**config.mk**
```make
export PLATFORM = sky130hd
export DESIGN_NAME = mem_port_arbiter
export DESIGN_NICKNAME = d
export VERILOG_FILES = /design/src/rtl/mem_port_arbiter.sv
export SDC_FILE = /design/constraint.sdc
export NUM_CORES = 1
export LEC_CHECK = 0
export CORE_ASPECT_RATIO = 0.6
export CORE_MARGIN = 8
export CORE_UTILIZATION = 21
export CTS_BUF_LIST = sky130_fd_sc_hd__clkbuf_2
export DETAILED_ROUTE_END_ITERATION = 10
export PLACE_DENSITY = 0.88
export SLEW_MARGIN = 20
export SYNTH_ARGS = -nofsm -noshare
export SYNTH_HDL_FRONTEND = slang
export SYNTH_SLANG_ARGS = --single-unit
```
**constraint.sdc**
```tcl
create_clock -name clk -period 2 [get_ports clk]
set_input_delay 0.3 -clock clk [delete_from_list [all_inputs] [get_ports clk]]
set_output_delay 0.3 -clock clk [all_outputs]
set_load 0.02 [all_outputs]
```
**src/rtl/mem_port_arbiter.sv**
```systemverilog
// Arbitrates a single-port synchronous memory between fetch and load/store ports.
// Optional statistics counters are built when MEM_ARB_STATS_EN is defined.
module mem_port_arbiter #(
    parameter int ADDR_WIDTH = 10,
    parameter int DATA_WIDTH = 32,
    parameter int MAX_WAIT   = 4
) (
    input  logic                  clk,
    input  logic                  rst,
    input  logic                  if_req,
    input  logic [ADDR_WIDTH-1:0] if_addr,
    output logic                  if_ready,
    output logic                  if_rvalid,
    output logic [DATA_WIDTH-1:0] if_rdata,
    input  logic                  dm_req,
    input  logic                  dm_we,
    input  logic [ADDR_WIDTH-1:0] dm_addr,
    input  logic [DATA_WIDTH-1:0] dm_wdata,
    output logic                  dm_ready,
    output logic                  dm_rvalid,
    output logic [DATA_WIDTH-1:0] dm_rdata,
    output logic                  mem_en,
    output logic                  mem_we,
    output logic [ADDR_WIDTH-1:0] mem_addr,
    output logic [DATA_WIDTH-1:0] mem_wdata,
    input  logic [DATA_WIDTH-1:0] mem_rdata
`ifdef MEM_ARB_STATS_EN
    ,
    output logic [31:0]           conflict_count,
    output logic [15:0]           forced_count
`endif
);

    typedef enum logic {
        OWN_IF = 1'b0,
        OWN_DM = 1'b1
    } owner_t;

    logic       r_rd_pending;
    owner_t     r_rd_owner;
    logic [3:0] r_starve_cnt;

    logic w_force;
    logic w_if_gnt;
    logic w_dm_gnt;

    always_comb begin
        w_force  = 1'b0;
        w_if_gnt = 1'b0;
        w_dm_gnt = 1'b0;
        if (!rst) begin
            w_force = if_req && (r_starve_cnt == 4'(MAX_WAIT));
            if (w_force)     w_if_gnt = 1'b1;
            else if (dm_req) w_dm_gnt = 1'b1;
            else if (if_req) w_if_gnt = 1'b1;
        end
    end

    always_comb begin
        if_ready  = w_if_gnt;
        dm_ready  = w_dm_gnt;
        mem_en    = w_if_gnt | w_dm_gnt;
        mem_we    = w_dm_gnt & dm_we;
        mem_addr  = '0;
        mem_wdata = '0;
        if (w_dm_gnt)      mem_addr = dm_addr;
        else if (w_if_gnt) mem_addr = if_addr;
        if (mem_en)        mem_wdata = dm_wdata;
    end

    always_ff @(posedge clk or posedge rst) begin
        if (rst) begin
            r_rd_pending <= 1'b0;
            r_rd_owner   <= OWN_IF;
            r_starve_cnt <= '0;
        end else begin
            r_rd_pending <= w_if_gnt | (w_dm_gnt & ~dm_we);
            r_rd_owner   <= w_dm_gnt ? OWN_DM : OWN_IF;
            // Counts only cycles where fetch is asking and losing; saturates at the forcing threshold.
            if (if_req && !w_if_gnt)
                r_starve_cnt <= (r_starve_cnt == 4'(MAX_WAIT)) ? r_starve_cnt : r_starve_cnt + 4'd1;
            else
                r_starve_cnt <= '0;
        end
    end

    always_comb begin
        if_rvalid = r_rd_pending && (r_rd_owner == OWN_IF);
        dm_rvalid = r_rd_pending && (r_rd_owner == OWN_DM);
        if_rdata  = if_rvalid ? mem_rdata : '0;
        dm_rdata  = dm_rvalid ? mem_rdata : '0;
    end

`ifdef MEM_ARB_STATS_EN
    always_ff @(posedge clk or posedge rst) begin
        if (rst) begin
            conflict_count <= '0;
            forced_count   <= '0;
        end else begin
            if (if_req && dm_req) conflict_count <= conflict_count + 32'd1;
            if (w_force)          forced_count   <= forced_count + 16'd1;
        end
    end
`endif

endmodule
```
Word-level counts from Yosys, hierarchy flattened. Cells that the tools add are included. W data, S select, Z words.

Input port bits: 89. Output and inout port bits: 112. Register bits after elaboration: 6.

Mux-type cells: 15. Reductions and logical operators: 5. Bitwise logic cells: 6. Add/sub/neg operators: 1. Equality and inequality tests: 2.

Operators with widths (number): $mux W32 (3); $mux W10 (2); $mux W1 (8); $mux W4 (2); $add A4 B1 Y4 const B (1); $eq A4 B3 Y1 const B (1); $logic_and A1 B1 Y1 (4); $and A1 B1 Y1 (2); $ne A2 B2 Y1 const B (1); $not A1 Y1 (2); $or A1 B1 Y1 (2); $logic_not A1 Y1 (1).

Longest topological paths before layout.
Depth after elaboration: 7. Depth in mapped cells: 6. Gate-level depth less buffers: 5.

Worst setup path before layout. Ideal clock, no wire load.

Path kind: register to output. Start: register r_starve_cnt[0]. End: output mem_addr[0]. Slack: 0.206 ns. Buffers on the path: 1. Arrival: 1.494 ns. Cell stages (with the launch flop): 7. Data required time: 1.700 ns. Path through: dfrtp_1 > inv_1 > ha_1 > nand3b_4 > a211oi_4 > buf_6 > a22o_1.

Longest elaborated chain between the ends: 6. Elaborated cells between the ends (all ways): 8. Those cells by class: eq/ne (1); mux (6); reduce/logical (1).

RTL lines: from (decl) (RTL line 41) `logic [3:0] r_starve_cnt;`; from (signal assigned) (RTL line 81) `r_starve_cnt <= (r_starve_cnt == 4'(MAX_WAIT)) ? r_starve_cnt : r_starve_cnt + 4'd1;`; $eq A4 B3 Y1 (RTL line 52) `w_force = if_req && (r_starve_cnt == 4'(MAX_WAIT));`; $logic_and A1 B1 Y1 (RTL line 52); $mux W1 (RTL line 53) `if (w_force) w_if_gnt = 1'b1;`; $mux W1 (RTL line 51) `if (!rst) begin`; net if_ready (RTL line 12) `output logic if_ready,`; $mux W10 (RTL line 67) `else if (w_if_gnt) mem_addr = if_addr;`; $mux W10 (RTL line 66) `if (w_dm_gnt) mem_addr = dm_addr;`; to (decl) (RTL line 24) `output logic [ADDR_WIDTH-1:0] mem_addr,`.

The timed path passes the listed nets, and every way through them passes these cells.

Worst setup path after layout.
Start: register r_starve_cnt[0]. End: output mem_addr[4].

Longest elaborated chain between the ends: 6. Elaborated cells between the ends (all ways): 8. Those cells by class: eq/ne (1); mux (6); reduce/logical (1).

RTL lines (RTL line): $eq A4 B3 Y1 (*) (52); $logic_and A1 B1 Y1 (*) (52); $mux W1 (53); $mux W1 (51); $mux W10 (67); $mux W10 (*) (66).

Mark *: on every way between the ends. The rest lies on a longest branch, timed or not.

==> reports/metrics.cfg <==
[status]
status = finished, violations left
violations = setup timing

[global_route]
grt_overflow = 0
grt_pass1_vias = 2096
grt_use_total_pct = 18.32
grt_max_degree = 34
grt_pass1_wl_um = 11930
grt_antenna_before_repair = 0

[routing]
dr.pass1.iters = 4
wl_per_cell_um = 19.31
drc = 0
wl_um = 8381
dr_total_vias = 1970
drtAntennaViolNets = 0
via_per_inst = 4.539
drt_iter0_drc = 46

[timing]
relSlewSlack_pct = 68.56
layout_min_cycle_time_ps = 2070
hold_viol_final = 0
setup_viol = 4
tightest_slew_ps = 465.6
maxSlewViolCount = 0
rsz0062_at_grt = yes
fin_crit_sh_pct = 103.5
worst_hold_slack_ps = 262.5
fin_skew_ps = 2.762
worst_slack_ps = -70.19
fmaxAchievable_ghz = 0.4830

[die]
initial_utilization_pct = 22.00
fp.dieH_um = 72.79
rows = 20
io_pins = 201
die_x_um = 110.6
die-area_um2 = 8053
core_um2 = 5130

[clock_network]
numCtsBuffers = 3
cts_tree = done
clk_latency_ps = 250
clkTransAtPathRegs_ps = 70
cts_root_buf = clkbuf_2
clock_path_buffers = 2
cts_hold_buf = 0
htree_levels = 1
cts.sinks = 6

[logic_synthesis]
yosysWarnings = 0
synth-seq-cells = 6
synthCells = 152
ys_seq_area_share_pct = 13.30
synth_edf_count = 0
async_flop_share_pct = 100.0
syn_nets = 243
netlist_area_um2 = 1129
yosysUniqueCellTypes = 28
synthFlopType = dfrtp_1
postSynthAreaPerCell_um2 = 7.425

[worst_setup_path]
r2r_setup_slack_ps = 290
crit_type = reg -> out
reg2reg_depth = 7
cp-start-kind = flop
cp-end-kind = output pin
critPathArrivalTime_ps = 1770
path_max_fanout = 6
r2r_end = r_starve_cnt[1]
crit_required_ps = 1700
r2r_start = r_starve_cnt[0]

[cells_and_area]
areaGrowthSynthToFinish_pct = 204.0
final_nets = 461
n_antenna_cell = 0
post-route-util_pct = 66.88
drive_gt1_share_pct = 23.64
final_area_um2 = 3431

[placed_design]
post-place-ws_ps = -392.8
io_buffers = 200
hpwl_um = 6757
gp_congestion = 0.8134
placed_area_um2 = 3304

[power]
power_density_nw_per_um2 = 290.0
p_leak_nw = 1.916
power_w = 0.0009950
peakVddDrop_uv = 200.1

[job]
cap_viol_max_count = 0

[worst_hold_path]
min_path_type = in -> async

[metal layers]
layer	vias up	GRT usage [%]	part of all wire [%]
met5	-	0	0
met4	0	4.018	1.5
met3	10	6.897	8.2
met2	94	34.80	53
met1	912	18.91	37
li1	954	-	-
[cell families (layout without fill, tap and decap cells)]
logic type,after synthesis,count (layout),share of synthesized area [%]
AND/OR/NAND/NOR,105,105,58.98
buffers and inverters,19,234,7.760
AO/OA/AOI/OAI,18,19,16.19
flip-flops,6,6,13.30
adder cells (fa/ha/maj),2,2,2.217
XOR/XNOR,2,2,1.552
[sequential cells by signal (all words and copies together), names as in the netlist]
| signal | cells |
|---|---|
| r_starve_cnt | 4 |
| r_rd_owner | 1 |
| r_rd_pending | 1 |
[timing repair]
| action | 4_1_cts | 5_1_grt |
|---|---|---|
| endpoints found under the hold margin | 0 | 0 |
| cloned | 2 | 0 |
| resized for setup | 199 | 51 |
| pin swaps | 5 | 7 |
| setup buffers | 5 | 1 |
| setup endpoints to repair | 79 | 69 |
[through the flow]
step,TNS (ps),instances
5_1_grt,-1202,434
3_5_place_dp,-14670,424
4_1_cts,-1597,434
3_3_place_gp,-14000,424
2_1_floorplan,0,152
6_report,-222.9,434
[worst max-delay path by stage]
stage | slack [ps] | to | start | depth (start not counted)
after floorplan | 210 | mem_addr[0] | r_starve_cnt[0] | 6
after global placement | -380 | mem_addr[2] | if_req | 6
after detailed placement | -390 | mem_addr[2] | if_req | 6
after CTS | -110 | mem_wdata[10] | if_req | 6
after global routing | -120 | mem_addr[4] | r_starve_cnt[0] | 7
final | -70 | mem_addr[4] | r_starve_cnt[0] | 7
[report_power, final]
| part | total [W] | leakage, nW | switching (W) | internal [W] |
|---|---|---|---|---|
| Sequential | 0.000139 | 0.0797 | 0.00000846 | 0.000130 |
| Combinational | 0.000762 | 1.82 | 0.000346 | 0.000416 |
| Clock | 0.0000946 | 0.0125 | 0.0000540 | 0.0000406 |
| Total | 0.000995 | 1.92 | 0.000408 | 0.000587 |
[synthesized netlist by cell type (2+ instances only)]
master    number  area [um2]
inv_1          5       18.77
buf_6          2       22.52
and3_1        32       200.2
and2_1        65       406.6
nand3_1        2       10.01
clkbuf_1      11       41.29
dfrtp_1        6       150.1
a22o_2         2       20.02
a22o_1         7       61.31
ha_1           2       25.02
[placed cells by master (no fill, tap or decap), types with 2 or more instances in the layout]
cell type	netlist	layout
a22o_4	1	4
inv_1	5	3
inv_2	0	2
dlymetal6s2s_1	0	12
clkbuf_2	0	3
clkdlybuf4s15_2	0	16
nand3_1	2	2
clkdlybuf4s50_1	0	108
dfrtp_1	6	6
buf_4	0	19
a22o_1	7	6
and3_1	32	32
dlygate4sd2_1	0	36
o211a_4	1	2
buf_6	2	18
buf_2	1	13
and2_1	65	65
[worst max-delay path: stages (launching register included)]
cell      delay [ps]
dfrtp_1          400
inv_2             80
ha_4             140
nand3b_4         110
buf_6            140
o211a_4          260
a22o_1           260
buf_6            140
[area by class of cell]
class                   instances  area, um2
flip-flops and latches          6      150.1
inverters                       5      18.77
fillers                       431       1699
repair buffers                226       2212
clock buffers                   3      15.01
multi-input cells             128      952.2
well taps                      66      82.58
Note: power is estimated with default switching activity, not from simulation.
==> RTL change (same settings) <==
Add a define of `MEM_ARB_STATS_EN`.
--- a/src/rtl/mem_port_arbiter.sv
+++ b/src/rtl/mem_port_arbiter.sv
@@ -1,4 +1,6 @@
 // Arbitrates a single-port synchronous memory between fetch and load/store ports.
 // Optional statistics counters are built when MEM_ARB_STATS_EN is defined.
+`define MEM_ARB_STATS_EN
+
 module mem_port_arbiter #(
     parameter int ADDR_WIDTH = 10,
Formal check against the unedited RTL (old outputs only; new: conflict_count and forced_count): equivalent (Yosys induction, for registers that start in step).
==> RTL change against the original RTL <==
- the run still ends with negative setup slack left
- count of clock-buffer cells in the layout increased by 2
- cell area increased by 90%
- largest power group is now sequential cells
- routed wire length increased by 63%
- cell count increased by 91%
- non-clock buffer count increased by 64
- sequential cell count increased by 48
- setup slack got worse by 120 ps
- power increased to 3.0 times the old value
- global-route usage decreased by 5.8 points
- synthesized area increased to 2.9 times the old value
==> RTL change: results (changes against the original RTL) <==
- Slew @ Worst Pin: 720 ps (+254 ps)
- Post-Route Skew: 24.4 ps (+21.6 ps)
- Clk slew on worst S/H paths: 260 ps (+190 ps)
- IO Port Bufs: 248 (+24%)
- Fin Setup TNS: -2000 ps (-1770 ps)
- Pleak: 0.00325 uW (+69%)
- # diodes: 2 (+2)
- Setup WS pre-CTS: -479 ps (-86.5 ps)
- Skew-Pair Late Insertion Delay: 450 ps (+200 ps)
- First-pass GRT wire length: 20.2 mm (+70%)
- Reg2reg path depth: 9 (+2)
- Gr usage total: 12.5% (-5.8 points)
- Top Registers: conflict_count (32), forced_count (16), r_starve_cnt (4)
- HPWL after detailed placement: 10.8 mm (+59%)
- DP Cell Count: 802 (+89%)
- Peak supply drop: 211 uV (+5.3%)
- Status: finished with violations
- Non-clk bufs: 290 (+28%)
- Setup repair bufs after CTS: 3 (-2)
- #MultiIn Comb: 266 (+110%)
- Post-synth ARST share: 100% (unchanged)
- Vias in the first global route: 3588 (+71%)
- Non-Clock Inverter Count: 7 (+2)
- Utilization after layout: 42.5% (-24 points)
- Fraction of area in multi-input gates: 30.6% (+2.9 points)
- Reg area: 0.00137 mm^2 (+810%)
- Final setup viols: 15 (+11)
- Final cell count without fillers: 830 (+91%)
- First DRT Iteration DRCs: 210 (+360%)
- H-tree depth: 2 (+1)
- Pin count of the biggest net entering global routing: 56 (+65%)
- Fin nets: 717 (+56%)
- Initial antenna violation count: 2 (+2)
- Clock buffer count: 5 (+2)
- GP Congestion: 0.789 (-3.0%)
- Register area share after synthesis: 41.2% (+28 points)
- Vias per cell: 4.39 (-3.4%)
- Post-cts resize count: 317 (+59%)
- Reg2reg end: forced_count[6]$_DFFE_PP0P_
- Violated checks: negative setup slack
- Clk tree area frac: 0.692% (+0.25 points)
- Worst EP arrival: 1890 ps (+120 ps)
- Synth top cells by count: and2_1 (70), dfrtp_1 (54), and3_1 (37)
- Post-Route WL: 13.7 mm (+63%)
- Final setup margin: -192 ps (-121 ps)
-- RTL change: cell count changes in the layout (fill, tap and decap cells not counted), sizes merged, moves of 8 or more --
cell	before	now
and4	0	8
buf	52	85
clkbuf	4	53
clkdlybuf4s50	108	127
dfrtp	6	54
dlygate4sd2	36	1
nand2	0	20
nand3	2	18
nor2	2	10
nor3	1	10
xnor2	1	18
xor2	1	30
-- RTL change: report_power, final --
part           switching [uW]  total (uW)  internal [uW]
sequential                100        1280           1180
clock                     360         446           86.9
combinational             559        1210            655
-- RTL change: critical path, cell delays in order (launching register included) --
cell	delay, ps
dfrtp_1	430
inv_2	50
ha_4	150
and3b_2	220
a21oi_4	190
buf_6	160
a22o_1	140
buf_6	120
-- RTL change: worst min-delay path by stage --
stage                                      to  slack, ps  cells past startpoint
3_5_place_dp   conflict_count[31]$_DFFE_PP0P_        470                      1
3_3_place_gp     forced_count[15]$_DFFE_PP0P_        460                      1
5_1_grt         conflict_count[1]$_DFFE_PP0P_        160                      3
2_1_floorplan   conflict_count[0]$_DFFE_PP0P_        380                      1
4_1_cts                r_rd_pending$_DFF_PP0_        490                      3
6_report          r_starve_cnt[2]$_DFFE_PP0P_        170                      3
-- RTL change: kinds of logic after synthesis --
| group | count (synthesis) | share of synthesized area (%) |
|---|---|---|
| flip-flops | 54 | 41.2 |
| buffers and inverters | 26 | 3.55 |
| AND/OR/NAND/NOR | 195 | 36.3 |
| adder cells (fa/ha/maj) | 4 | 1.53 |
| AO/OA/AOI/OAI | 17 | 3.93 |
| multiplexers | 2 | 0.687 |
| XOR/XNOR | 48 | 12.8 |
-- RTL change: metal layers --
layer  global-route usage [%]  routed length, um  up-vias
met2                     21.0               6470      144
met1                     15.7               6040     1742
li1                         -                  -     1747
met4                     1.94                 74        0
met5                        0                  0        -
met3                     3.96               1080        7
